[config.mk]
export PLATFORM = sky130hd
export DESIGN_NAME = acc_readout_flat
export DESIGN_NICKNAME = d
export VERILOG_FILES = /design/src/rtl/acc_readout_if.sv /design/src/rtl/acc_readout.sv /design/src/flat_wrapper.sv
export SDC_FILE = /design/constraint.sdc
export NUM_CORES = 1
export LEC_CHECK = 0
export ABC_AREA = 0
export CAP_MARGIN = 20
export CORE_MARGIN = 3
export CORE_UTILIZATION = 50
export DETAILED_ROUTE_END_ITERATION = 6
export GPL_TIMING_DRIVEN = 0
export PLACE_DENSITY = 0.77
export REMOVE_ABC_BUFFERS = 1
export SLEW_MARGIN = 20
export SYNTH_ARGS = -nofsm -noshare
export SYNTH_HDL_FRONTEND = slang
export SYNTH_SLANG_ARGS = --single-unit
export TNS_END_PERCENT = 100
[constraint.sdc]
create_clock -name clk -period 5.18 [get_ports clk]
set_clock_uncertainty 0.15 [all_clocks]
set_input_delay 0.518 -clock clk [delete_from_list [all_inputs] [get_ports clk]]
set_output_delay 0.518 -clock clk [all_outputs]
set_load 0.1 [all_outputs]
[src/rtl/acc_readout_if.sv]
// Handshake bundle for acc_readout: write strobe/data in, FWFT read port out,
// plus occupancy and drop status.
interface acc_readout_if;
    logic [11:0] sum_in;
    logic        ld_in;
    logic [11:0] rd_data;
    logic        rd_valid;
    logic        rd_ready;
    logic [2:0]  count;
    logic        full;
    logic        empty;
    logic        drop;
    logic [7:0]  drop_cnt;

    // Producer/consumer side
    modport master (
        output sum_in, ld_in, rd_ready,
        input  rd_data, rd_valid, count, full, empty, drop, drop_cnt
    );

    // Buffer side
    modport slave (
        input  sum_in, ld_in, rd_ready,
        output rd_data, rd_valid, count, full, empty, drop, drop_cnt
    );
endinterface

[src/rtl/acc_readout.sv]
// acc_readout: 4-entry x 12-bit first-word-fall-through queue for accumulator
// results. A write into a full queue is discarded unless a pop happens in the
// same cycle; a discarded write produces a one-cycle drop pulse.
// Optional macro ACC_READOUT_DROP_CNT_EN builds a saturating 8-bit count of
// discarded writes; without it drop_cnt is constant zero.
module acc_readout (
    input  logic          clk,
    input  logic          rst_n,
    acc_readout_if.slave  bus
);
    logic [11:0] mem [4];
    logic [1:0]  wr_ptr;
    logic [1:0]  rd_ptr;
    logic [2:0]  count_q;
    logic        full_q;
    logic        empty_q;
    logic        drop_q;

    logic        pop;
    logic        push;
    logic        drop_evt;
    logic [2:0]  count_nxt;

    // Handshake decode: a pop frees a slot, so a full queue still accepts a
    // push in the same cycle; a pop on an empty queue never happens.
    always_comb begin
        pop       = 1'b0;
        push      = 1'b0;
        drop_evt  = 1'b0;
        count_nxt = count_q;
        pop       = !empty_q && bus.rd_ready;
        push      = bus.ld_in && (!full_q || pop);
        drop_evt  = bus.ld_in && !push;
        case ({push, pop})
            2'b10:   count_nxt = count_q + 3'd1;
            2'b01:   count_nxt = count_q - 3'd1;
            default: count_nxt = count_q;
        endcase
    end

    // Pointers and registered status; reset wins over any push/pop.
    always_ff @(posedge clk) begin
        if (!rst_n) begin
            wr_ptr  <= 2'd0;
            rd_ptr  <= 2'd0;
            count_q <= 3'd0;
            full_q  <= 1'b0;
            empty_q <= 1'b1;
            drop_q  <= 1'b0;
        end else begin
            if (push) wr_ptr <= wr_ptr + 2'd1;
            if (pop)  rd_ptr <= rd_ptr + 2'd1;
            count_q <= count_nxt;
            full_q  <= (count_nxt == 3'd4);
            empty_q <= (count_nxt == 3'd0);
            drop_q  <= drop_evt;
        end
    end

    // Storage is not reset; stale words are hidden behind empty.
    always_ff @(posedge clk) begin
        if (rst_n && push) mem[wr_ptr] <= bus.sum_in;
    end

    assign bus.rd_data  = mem[rd_ptr];
    assign bus.rd_valid = !empty_q;
    assign bus.count    = count_q;
    assign bus.full     = full_q;
    assign bus.empty    = empty_q;
    assign bus.drop     = drop_q;

`ifdef ACC_READOUT_DROP_CNT_EN
    logic [7:0] dcnt_q;

    // Saturating tally of discarded writes; only reset clears it.
    always_ff @(posedge clk) begin
        if (!rst_n)                           dcnt_q <= 8'd0;
        else if (drop_evt && dcnt_q != 8'hFF) dcnt_q <= dcnt_q + 8'd1;
    end

    assign bus.drop_cnt = dcnt_q;
`else
    assign bus.drop_cnt = 8'd0;
`endif
endmodule

[src/flat_wrapper.sv]
// flat-port wrapper written by rule: the top's interface ports become plain ports
module acc_readout_flat 
  (clk, rst_n, bus_sum_in, bus_ld_in, bus_rd_ready, bus_rd_data, bus_rd_valid, bus_count, bus_full, bus_empty, bus_drop, bus_drop_cnt);
  acc_readout_if bus_i ();
  input  logic clk;
  input  logic rst_n;
  input wire logic [$bits(bus_i.sum_in)-1:0] bus_sum_in;
  input wire logic [$bits(bus_i.ld_in)-1:0] bus_ld_in;
  input wire logic [$bits(bus_i.rd_ready)-1:0] bus_rd_ready;
  output wire logic [$bits(bus_i.rd_data)-1:0] bus_rd_data;
  output wire logic [$bits(bus_i.rd_valid)-1:0] bus_rd_valid;
  output wire logic [$bits(bus_i.count)-1:0] bus_count;
  output wire logic [$bits(bus_i.full)-1:0] bus_full;
  output wire logic [$bits(bus_i.empty)-1:0] bus_empty;
  output wire logic [$bits(bus_i.drop)-1:0] bus_drop;
  output wire logic [$bits(bus_i.drop_cnt)-1:0] bus_drop_cnt;
  assign bus_i.sum_in = bus_sum_in;
  assign bus_i.ld_in = bus_ld_in;
  assign bus_i.rd_ready = bus_rd_ready;
  assign bus_rd_data = bus_i.rd_data;
  assign bus_rd_valid = bus_i.rd_valid;
  assign bus_count = bus_i.count;
  assign bus_full = bus_i.full;
  assign bus_empty = bus_i.empty;
  assign bus_drop = bus_i.drop;
  assign bus_drop_cnt = bus_i.drop_cnt;
  acc_readout u_core (.clk(clk), .rst_n(rst_n), .bus(bus_i));
endmodule
==> flow_summary.yaml <==
global_routing:
  grt_overflow: 0
  grt_use_total: 0.156
  antenna_found_initial: 0
  grt_pass1_vias: 1271
  grt_pass1_wl_mm: 6.07
  grt_max_degree: 14
route:
  detail_route.vias_per_cell: 5.17
  drt-wirelength-per-cell_um: 17.2
  dr.pass1.iters: 4
  first_iter_violations: 48
  route.detailed.drc: 0
  drtAntennaViolNets: 0
  num_vias: 1199
  routed_wl_mm: 3.99
sta:
  report.final.slew_viol_count: 0
  setup_slack_ns: 1.74
  setup-violations-final: 0
  final_hold_viol_count: 0
  tightest_slew_ns: 0.999
  finalSetupTns_ns: 0
  max_slew_margin: 0.332
  min_period_over_period: 0.664
  rsz0062_at_grt: "no"
  layout_min_cycle_time_ns: 3.44
  fmax_ghz: 0.291
setup_path:
  crit_fanout: 12
  end_kind: "output pin"
  startpoint_type: "register"
  worstSetupPathType: "register to output pin"
  crit_path_max_incr_delay_ns: 0.99
  critPathSlowestCell: "clkdlybuf4s50_1"
  path_buf_inv: 1
  worstPathRequired_ns: 4.51
  crit_arrival_ns: 2.77
  critPathTopFamily: "buffers and inverters"
  path_cells: "mux4_2, clkdlybuf4s50_1"
  r2r_setup_slack_ns: 2.41
floorplan:
  core_area_um2: 4470
  io_pins: 43
  initial_core_util: 0.534
  die_w_um: 75.1
  rows: 24
  die_area_um2: 5650
  fp.dieH_um: 75.1
yosys:
  synth-async-reset-ratio: 0
  ys_ff_latch: 60
  yosys.area.top_type: "edfxtp_1"
  netlist_top_cells_area: "edfxtp_1, mux4_2, dfxtp_1"
  synth_cell_types: 28
  netlist_area_um2: 2390
  ys_seq_area_frac: 0.704
  synthTopCellsByCount: "edfxtp_1, dfxtp_1, mux4_2"
  synth_edf_count: 48
  synth_top_area_share: 0.603
  synthCells: 135
  ys_warn_count: 0
  ys.flop_type: "edfxtp_1"
  post-synth-top-count-cell: "edfxtp_1"
  syn_area_per_cell_um2: 17.7
clock_network:
  h-tree-depth: 3
  clkLatencyLatePin_ns: 0.33
  cts_tree: "done"
  cts-buffers-inserted: 9
  cts.reportedPaths.clkPinSlew_ns: 0.07
  clock-sinks: 60
  post_cts_buffers: 0
  clk_path_buf_depth: 2
  cts_resized: 0
  hold_buffers: 0
  ctsRootBufferMaster: "clkbuf_8"
layout:
  fin_util: 0.647
  nFillCells: 315
  final_area_um2: 2890
  n_antenna_cell: 0
  drive_above_1_share: 0.156
  area.growth.synth_to_final_pct: 21.0
  finalNetCount: 197
power_and_ir_drop:
  vdd_drop_max_mv: 0.322
  powerDensity_nw_per_um2: 502
  power_w: 0.00145
  p_leak_nw: 1.01
outcome:
  status: "complete, no violations"
placement:
  pre_cts_ws_ns: 1.81
  hpwl_mm: 2.70
  io_buffers: 34
  placed_cell_area_um2: 2740
  gp_congestion: 0.784
min_path:
  hold_class: "register to register"
run:
  max_cap_violations: 0
cell families (layout without fill, tap and decap cells):
| group | count (synthesis) | count (layout) | share of synthesized area |
|---|---|---|---|
| other cells | 1 | 8 | 0.00157 |
| compound gates | 7 | 7 | 0.0183 |
| fa+ha+maj | 6 | 6 | 0.0346 |
| mux | 15 | 15 | 0.126 |
| buf+inv | 18 | 56 | 0.0455 |
| simple gates | 24 | 24 | 0.0560 |
| flops | 60 | 60 | 0.704 |
| xor+xnor | 4 | 4 | 0.0147 |
layer usage:
metal / up-vias / global-route usage / share of wire
li1: 569 / - / -
met1: 587 / 0.176 / 0.41
met2: 35 / 0.267 / 0.53
met3: 8 / 0.0441 / 0.039
met4: 0 / 0.0816 / 0.018
met5: - / 0 / 0
metrics by stage:
stage | std cells | hold WS, ns
6_report | 232 | 0.336
5_1_grt | 232 | 0.364
4_1_cts | 232 | 0.337
3_5_place_dp | 216 | 0.326
3_3_place_gp | 216 | 0.328
2_1_floorplan | 130 | 0.318
area by class of cell:
class | instances | area [µm²] | area share
multi-input combinational | 64 | 626 | 0.216
clock inverter | 7 | 33.8 | 0.0117
clock buffer | 9 | 124 | 0.0428
timing repair buffer | 34 | 340 | 0.118
inverter | 6 | 22.5 | 0.00779
sequential | 60 | 1680 | 0.581
tap | 52 | 65.1 | 0.0225
placed cells by master, fill, tap and decap left out, drive strengths merged, types with 2 or more instances in the layout:
cell,instances
nand2,7
dfxtp,12
and2,9
clkbuf,9
nor2,2
clkdlybuf4s50,34
inv,6
ha,5
a21oi,3
mux4,12
xnor2,4
mux2i,3
conb,8
clkinv,7
edfxtp,48
worst register-to-register path: stages (launching register included):
cell	delay [ns]
dfxtp_1	0.33
nand2b_1	0.22
a21boi_0	0.46
inv_1	0.09
ha_1	0.25
fa_1	0.39
xnor2_1	0.17
or4b_1	0.51
a21oi_1	0.13
state kept, by name (all words and copies together), names as in the netlist, named ones only:
signal / flops
u_core.rd_ptr: 2
u_core.bus.drop: 1
u_core.bus.empty: 1
u_core.bus.full: 1
u_core.mem: 48
u_core.wr_ptr: 2
u_core.bus.count: 3
final timing paths:
kind / from / end / depth (start not counted)
max: register / bus_rd_data[9] / 2
min: u_core.bus.full$_SDFF_PN0_ / u_core.bus.drop$_SDFF_PN0_ / 2
max reg2reg: u_core.bus.empty$_SDFF_PN1_ / u_core.bus.full$_SDFF_PN0_ / 8
min reg2reg: u_core.bus.full$_SDFF_PN0_ / u_core.bus.drop$_SDFF_PN0_ / 2
power breakdown:
part | switching [W] | leakage (nW) | internal, W
Sequential | 0.0000381 | 0.534 | 0.000555
Combinational | 0.000374 | 0.386 | 0.000144
Clock | 0.000174 | 0.0897 | 0.000166
Total | 0.000586 | 1.01 | 0.000865
Power figures use the tool's default switching activity.
